[src/rtl/press_classifier.sv]
// Button press classifier: turns a debounced button level into press/release
// edges and short-click, double-click, long-press and auto-repeat events.
module press_classifier #(
    parameter int LONG_CYCLES   = 100_000_000,
    parameter int REPEAT_CYCLES = 25_000_000,
    parameter int GAP_CYCLES    = 30_000_000
) (
    input  logic i_clk,
    input  logic i_reset,
    input  logic i_btn_level,
    input  logic i_enable,
    output logic o_press_pulse,
    output logic o_release_pulse,
    output logic o_short_click,
    output logic o_double_click,
    output logic o_long_press,
    output logic o_repeat_pulse,
    output logic o_held
);

    localparam int MAX_A  = (LONG_CYCLES > REPEAT_CYCLES) ? LONG_CYCLES : REPEAT_CYCLES;
    localparam int MAX_P  = (MAX_A > GAP_CYCLES) ? MAX_A : GAP_CYCLES;
    localparam int CW     = $clog2(MAX_P) + 1;

    // The counter holds (edges since state entry) - 1 before the deciding edge.
    localparam logic [CW-1:0] LONG_LAST   = CW'(LONG_CYCLES - 1);
    localparam logic [CW-1:0] REPEAT_LAST = CW'(REPEAT_CYCLES - 1);
    localparam logic [CW-1:0] GAP_LAST    = CW'(GAP_CYCLES - 1);

    typedef enum logic [2:0] {
        IDLE,
        PRESSED,
        LONG_HELD,
        WAIT_GAP,
        SECOND_HELD
    } state_t;

    state_t          r_state;
    state_t          w_nextState;
    logic [CW-1:0]   r_cnt;
    logic [CW-1:0]   w_nextCnt;
    logic            r_prevLevel;

    logic w_press;
    logic w_release;
    logic w_short;
    logic w_double;
    logic w_long;
    logic w_repeat;
    logic w_held;

    logic w_pressEdge;
    logic w_releaseEdge;

    assign w_pressEdge   = i_btn_level & ~r_prevLevel;
    assign w_releaseEdge = ~i_btn_level & r_prevLevel;

    // State, counter, previous sample and registered outputs.
    always_ff @(posedge i_clk) begin
        if (i_reset) begin
            r_state         <= IDLE;
            r_cnt           <= '0;
            r_prevLevel     <= 1'b1;
            o_press_pulse   <= 1'b0;
            o_release_pulse <= 1'b0;
            o_short_click   <= 1'b0;
            o_double_click  <= 1'b0;
            o_long_press    <= 1'b0;
            o_repeat_pulse  <= 1'b0;
            o_held          <= 1'b0;
        end else begin
            r_state         <= w_nextState;
            r_cnt           <= w_nextCnt;
            r_prevLevel     <= i_btn_level;
            o_press_pulse   <= w_press;
            o_release_pulse <= w_release;
            o_short_click   <= w_short;
            o_double_click  <= w_double;
            o_long_press    <= w_long;
            o_repeat_pulse  <= w_repeat;
            o_held          <= w_held;
        end
    end

    // Next-state, counter and event decisions; gap expiry beats a coincident press.
    always_comb begin
        w_nextState = r_state;
        w_nextCnt   = r_cnt + 1'b1;
        w_press     = 1'b0;
        w_release   = 1'b0;
        w_short     = 1'b0;
        w_double    = 1'b0;
        w_long      = 1'b0;
        w_repeat    = 1'b0;
        w_held      = 1'b0;

        case (r_state)
            IDLE: begin
                w_nextCnt = '0;
                if (w_pressEdge) begin
                    w_press     = 1'b1;
                    w_nextState = PRESSED;
                end
            end
            PRESSED: begin
                if (w_releaseEdge) begin
                    w_release   = 1'b1;
                    w_nextState = WAIT_GAP;
                    w_nextCnt   = '0;
                end else if (i_btn_level && r_cnt == LONG_LAST) begin
                    w_long      = 1'b1;
                    w_nextState = LONG_HELD;
                    w_nextCnt   = '0;
                end
            end
            LONG_HELD: begin
                if (w_releaseEdge) begin
                    w_release   = 1'b1;
                    w_nextState = IDLE;
                    w_nextCnt   = '0;
                end else if (r_cnt == REPEAT_LAST) begin
                    w_repeat  = 1'b1;
                    w_nextCnt = '0;
                end
            end
            WAIT_GAP: begin
                if (r_cnt == GAP_LAST) begin
                    w_short   = 1'b1;
                    w_nextCnt = '0;
                    if (w_pressEdge) begin
                        w_press     = 1'b1;
                        w_nextState = PRESSED;
                    end else begin
                        w_nextState = IDLE;
                    end
                end else if (w_pressEdge) begin
                    w_press     = 1'b1;
                    w_double    = 1'b1;
                    w_nextState = SECOND_HELD;
                    w_nextCnt   = '0;
                end
            end
            SECOND_HELD: begin
                w_nextCnt = r_cnt;
                if (w_releaseEdge) begin
                    w_release   = 1'b1;
                    w_nextState = IDLE;
                    w_nextCnt   = '0;
                end
            end
            default: begin
                w_nextState = IDLE;
                w_nextCnt   = '0;
            end
        endcase

        if (!i_enable) begin
            w_nextState = IDLE;
            w_nextCnt   = '0;
            w_press     = 1'b0;
            w_release   = 1'b0;
            w_short     = 1'b0;
            w_double    = 1'b0;
            w_long      = 1'b0;
            w_repeat    = 1'b0;
        end

        w_held = (w_nextState == PRESSED) || (w_nextState == LONG_HELD) ||
                 (w_nextState == SECOND_HELD);
    end

endmodule

[config.mk]
export PLATFORM = sky130hd
export DESIGN_NAME = press_classifier
export DESIGN_NICKNAME = d
export VERILOG_FILES = /design/src/rtl/press_classifier.sv
export SDC_FILE = /design/constraint.sdc
export NUM_CORES = 1
export LEC_CHECK = 0
export ABC_AREA = 1
export CELL_PAD_IN_SITES_DETAIL_PLACEMENT = 1
export CELL_PAD_IN_SITES_GLOBAL_PLACEMENT = 2
export CORE_MARGIN = 2
export CORE_UTILIZATION = 33
export DETAILED_ROUTE_END_ITERATION = 12
export PLACE_DENSITY = 0.85
export SKIP_CTS_REPAIR_TIMING = 1
export SLEW_MARGIN = 20
export SYNTH_ARGS = -nofsm -noshare
export SYNTH_HDL_FRONTEND = slang
export SYNTH_SLANG_ARGS = --single-unit
[constraint.sdc]
create_clock -name i_clk -period 2.5 [get_ports i_clk]
set_clock_uncertainty 0.2 [all_clocks]
set_input_delay 0.5 -clock i_clk [delete_from_list [all_inputs] [get_ports i_clk]]
set_output_delay 0.5 -clock i_clk [all_outputs]
set_load 0.005 [all_outputs]
==> flow_metrics.py <==
metrics = {
    "run_status": {
        "status": "complete, no violations",
    },
    "critical_path": {
        "path_delay_family": "simple AND/OR/NAND/NOR gates",
        "slowest_delay_ns": 0.40,
        "r2r_start": "r_cnt[0]$_SDFFE_PP0P_",
        "arrival_ns": 2.27,
        "path_cells": "ha_2 > nand2_1 > nor2_2 > nand2_1 > nor2_1 > nand2_1 > nand3_1 > nand3_2 > buf_4 > nand3_1 > o21ai_0 > nand2_1 > inv_1",
        "cp.required_ns": 2.50,
        "regToRegEndpoint": "r_cnt[6]$_SDFFE_PP0P_",
        "critPathMaxFanout": 16,
        "cp_common_cell": "nand2_1",
        "regToRegSetupSlack_ns": 0.23,
        "timing_worst_setup_path_type": "reg -> reg",
        "path_buf_inv": 2,
        "endpoint_kind": "flop",
        "r2r_cells": 13,
        "crit_slowest_cell": "dfxtp_1",
        "start_kind": "flop",
    },
    "final_layout": {
        "final_common_cell": "nand2_1",
        "antennaDiodeCount": 0,
        "layout_common_cells": "nand2_1 (110), inv_1 (57), nor2_1 (44)",
        "drive_gt1_share_pct": 9.976,
        "syn2layout_area_growth_pct": 14.65,
        "nets": 415,
    },
    "logic_synthesis": {
        "synth-seq-cells": 39,
        "yosysWarnings": 0,
        "yosysSeqAreaShare_pct": 31.53,
        "synth_cell_types": 32,
        "avgSynthCellArea_um2": 6.253,
        "synth_fp_nets": 401,
        "syn_inst": 396,
        "synthesis.area_um2": 2476,
    },
    "cts": {
        "cts_inserted_buffers": 5,
        "ctsHtreeMaxLevel": 2,
        "root_buffer": "clkbuf_8",
        "cts_num_sinks": 39,
        "cts_tree": "yes",
        "cts_buffer_depth": 2,
        "clkSlewWorstSetupHoldPaths_ns": 0.08,
        "clock_latency_ns": 0.29,
    },
    "routing": {
        "wirelength_mm": 7.362,
        "postRouteAntennaNets": 0,
        "vias": 2527,
        "first_iter_violations": 91,
        "dr.pass1.iters": 4,
        "post-route-drc-count": 0,
        "viasPerCell": 4.955,
        "wl_per_cell_um": 14.44,
    },
    "min_path": {
        "hp-start": "r_cnt[1]$_SDFFE_PP0P_",
        "hold-path-endpoint": "r_cnt[1]$_SDFFE_PP0P_",
        "worstHoldPathCells": 2,
        "hp-class": "reg -> reg",
    },
    "power": {
        "powerDensity_nw_per_um2": 458.5,
        "ir_drop_mv": 0.3142,
        "power.leakage_uw": 0.001141,
    },
    "die": {
        "fp.dieH_um": 90.62,
        "rows": 31,
        "num_io_pins": 11,
        "die_w_um": 90.62,
        "core_region_area_um2": 7253,
        "die_area_um2": 8212,
        "initial_core_util_pct": 34.14,
    },
    "placement": {
        "port_buffers": 10,
        "dp_slack_ns": 0.1137,
        "gp_congestion": 0.8448,
        "dp_hpwl_mm": 5.879,
    },
    "sta": {
        "finalCritPeriodShare_pct": 90.87,
        "relSlewSlack_pct": 66.50,
        "holdWs_ns": 0.2908,
        "worst_pin_slew_ns": 0.5019,
        "fmax_ghz": 0.4402,
        "tns_ns": 0,
        "setup_ws_ns": 0.2284,
        "setup-violations-final": 0,
        "timing.final.crit_period_ns": 2.272,
        "grt_setup_unrepaired": "no",
        "finalMaxSlewViolations": 0,
        "hold_viol_final": 0,
    },
    "global_route": {
        "grt_pass1_wl_mm": 12.51,
        "gr-total-overflow": 0,
        "grtUsageTotal_pct": 18.64,
        "antenna_found_initial": 0,
        "grt_start_max_net_pins": 17,
        "grt_pass1_vias": 2542,
    },
    "run": {
        "cap_violations": 0,
    },
}
[cells by family (layout without fill, tap and decap cells)]
| logic type | after synthesis | after routing | share of synthesized area (%) |
|---|---|---|---|
| AND/OR/NAND/NOR | 233 | 233 | 43.30 |
| XOR/XNOR | 9 | 9 | 3.184 |
| adder cells (fa/ha/maj) | 1 | 1 | 0.5052 |
| flip-flops | 39 | 39 | 31.53 |
| AO/OA/AOI/OAI | 42 | 42 | 9.652 |
| buffers and inverters | 72 | 87 | 11.82 |
[worst max-delay path by stage]
stage / from / cells past startpoint / end
2_1_floorplan: r_cnt[0]$_SDFFE_PP0P_ / 12 / r_cnt[0]$_SDFFE_PP0P_
3_3_place_gp: i_btn_level / 12 / o_held$_SDFF_PP0_
3_5_place_dp: i_btn_level / 12 / o_held$_SDFF_PP0_
4_1_cts: r_cnt[0]$_SDFFE_PP0P_ / 13 / r_cnt[6]$_SDFFE_PP0P_
5_1_grt: r_cnt[0]$_SDFFE_PP0P_ / 13 / r_cnt[6]$_SDFFE_PP0P_
6_report: r_cnt[0]$_SDFFE_PP0P_ / 13 / r_cnt[6]$_SDFFE_PP0P_
[final cells by class]
| cell class | count | area [um2] |
|---|---|---|
| clock inverter | 2 | 60.06 |
| clock buffer | 6 | 72.57 |
| inverter | 59 | 221.5 |
| tap | 99 | 123.9 |
| fill | 977 | 4414 |
| multi-input combinational | 285 | 1405 |
| sequential | 39 | 780.7 |
| timing repair buffer | 20 | 175.2 |
[registers in the layout (all words and copies together) (netlist names)]
signal / cells
r_cnt: 28
o_repeat_pulse: 1
o_held: 1
o_press_pulse: 1
o_release_pulse: 1
r_state: 3
r_prevLevel: 1
o_long_press: 1
o_short_click: 1
o_double_click: 1
[synthesized netlist by cell type, drive strengths merged]
master	count	area, um2
a211oi	1	7.510
a21oi	26	133.9
a22oi	2	15.01
a31oi	1	6.260
buf	6	42.54
clkbuf	7	28.78
dfxtp	39	780.8
ha	1	12.51
inv	59	221.5
nand2	113	431.7
nand3	37	200.2
nand4	11	75.07
nor2	49	206.5
nor3	18	127.6
nor4	3	18.77
o211ai	4	30.03
o21ai	7	38.79
o21bai	1	7.510
or2	2	12.51
xor2	9	78.83
[stage by stage]
stage,area [um2],instances,total power (uW),util (%)
after floorplan,2476,396,661.1,-
after global placement,2704,502,681.6,37.28
after detailed placement,2704,502,681.9,37.28
after CTS,2836,510,1317,39.11
after global routing,2839,510,1347,39.14
final,2839,510,1302,39.14
[worst register-to-register path: cells and delay by family (launching register included)]
| kind | cells | cell delay (ns) |
|---|---|---|
| buffers and inverters | 2 | 0.24 |
| flip-flops | 1 | 0.40 |
| AO/OA/AOI/OAI | 1 | 0.09 |
| adder cells (fa/ha/maj) | 1 | 0.26 |
| AND/OR/NAND/NOR | 9 | 0.98 |
[layer usage]
layer	global-route usage (%)	wire (um)	vias up
met4	3.077	36	0
met3	2.755	166	5
met1	25.91	3723	1212
met2	31.03	3437	24
met5	0	0	-
li1	-	-	1286
[power by group]
| group | internal, uW | leakage (uW) | switching (uW) |
|---|---|---|---|
| clock network | 399 | 0.0000654 | 236 |
| registers | 622 | 0.000314 | 1.26 |
| logic | 15.3 | 0.000761 | 27.7 |
Note: power is estimated with default switching activity, not from simulation.
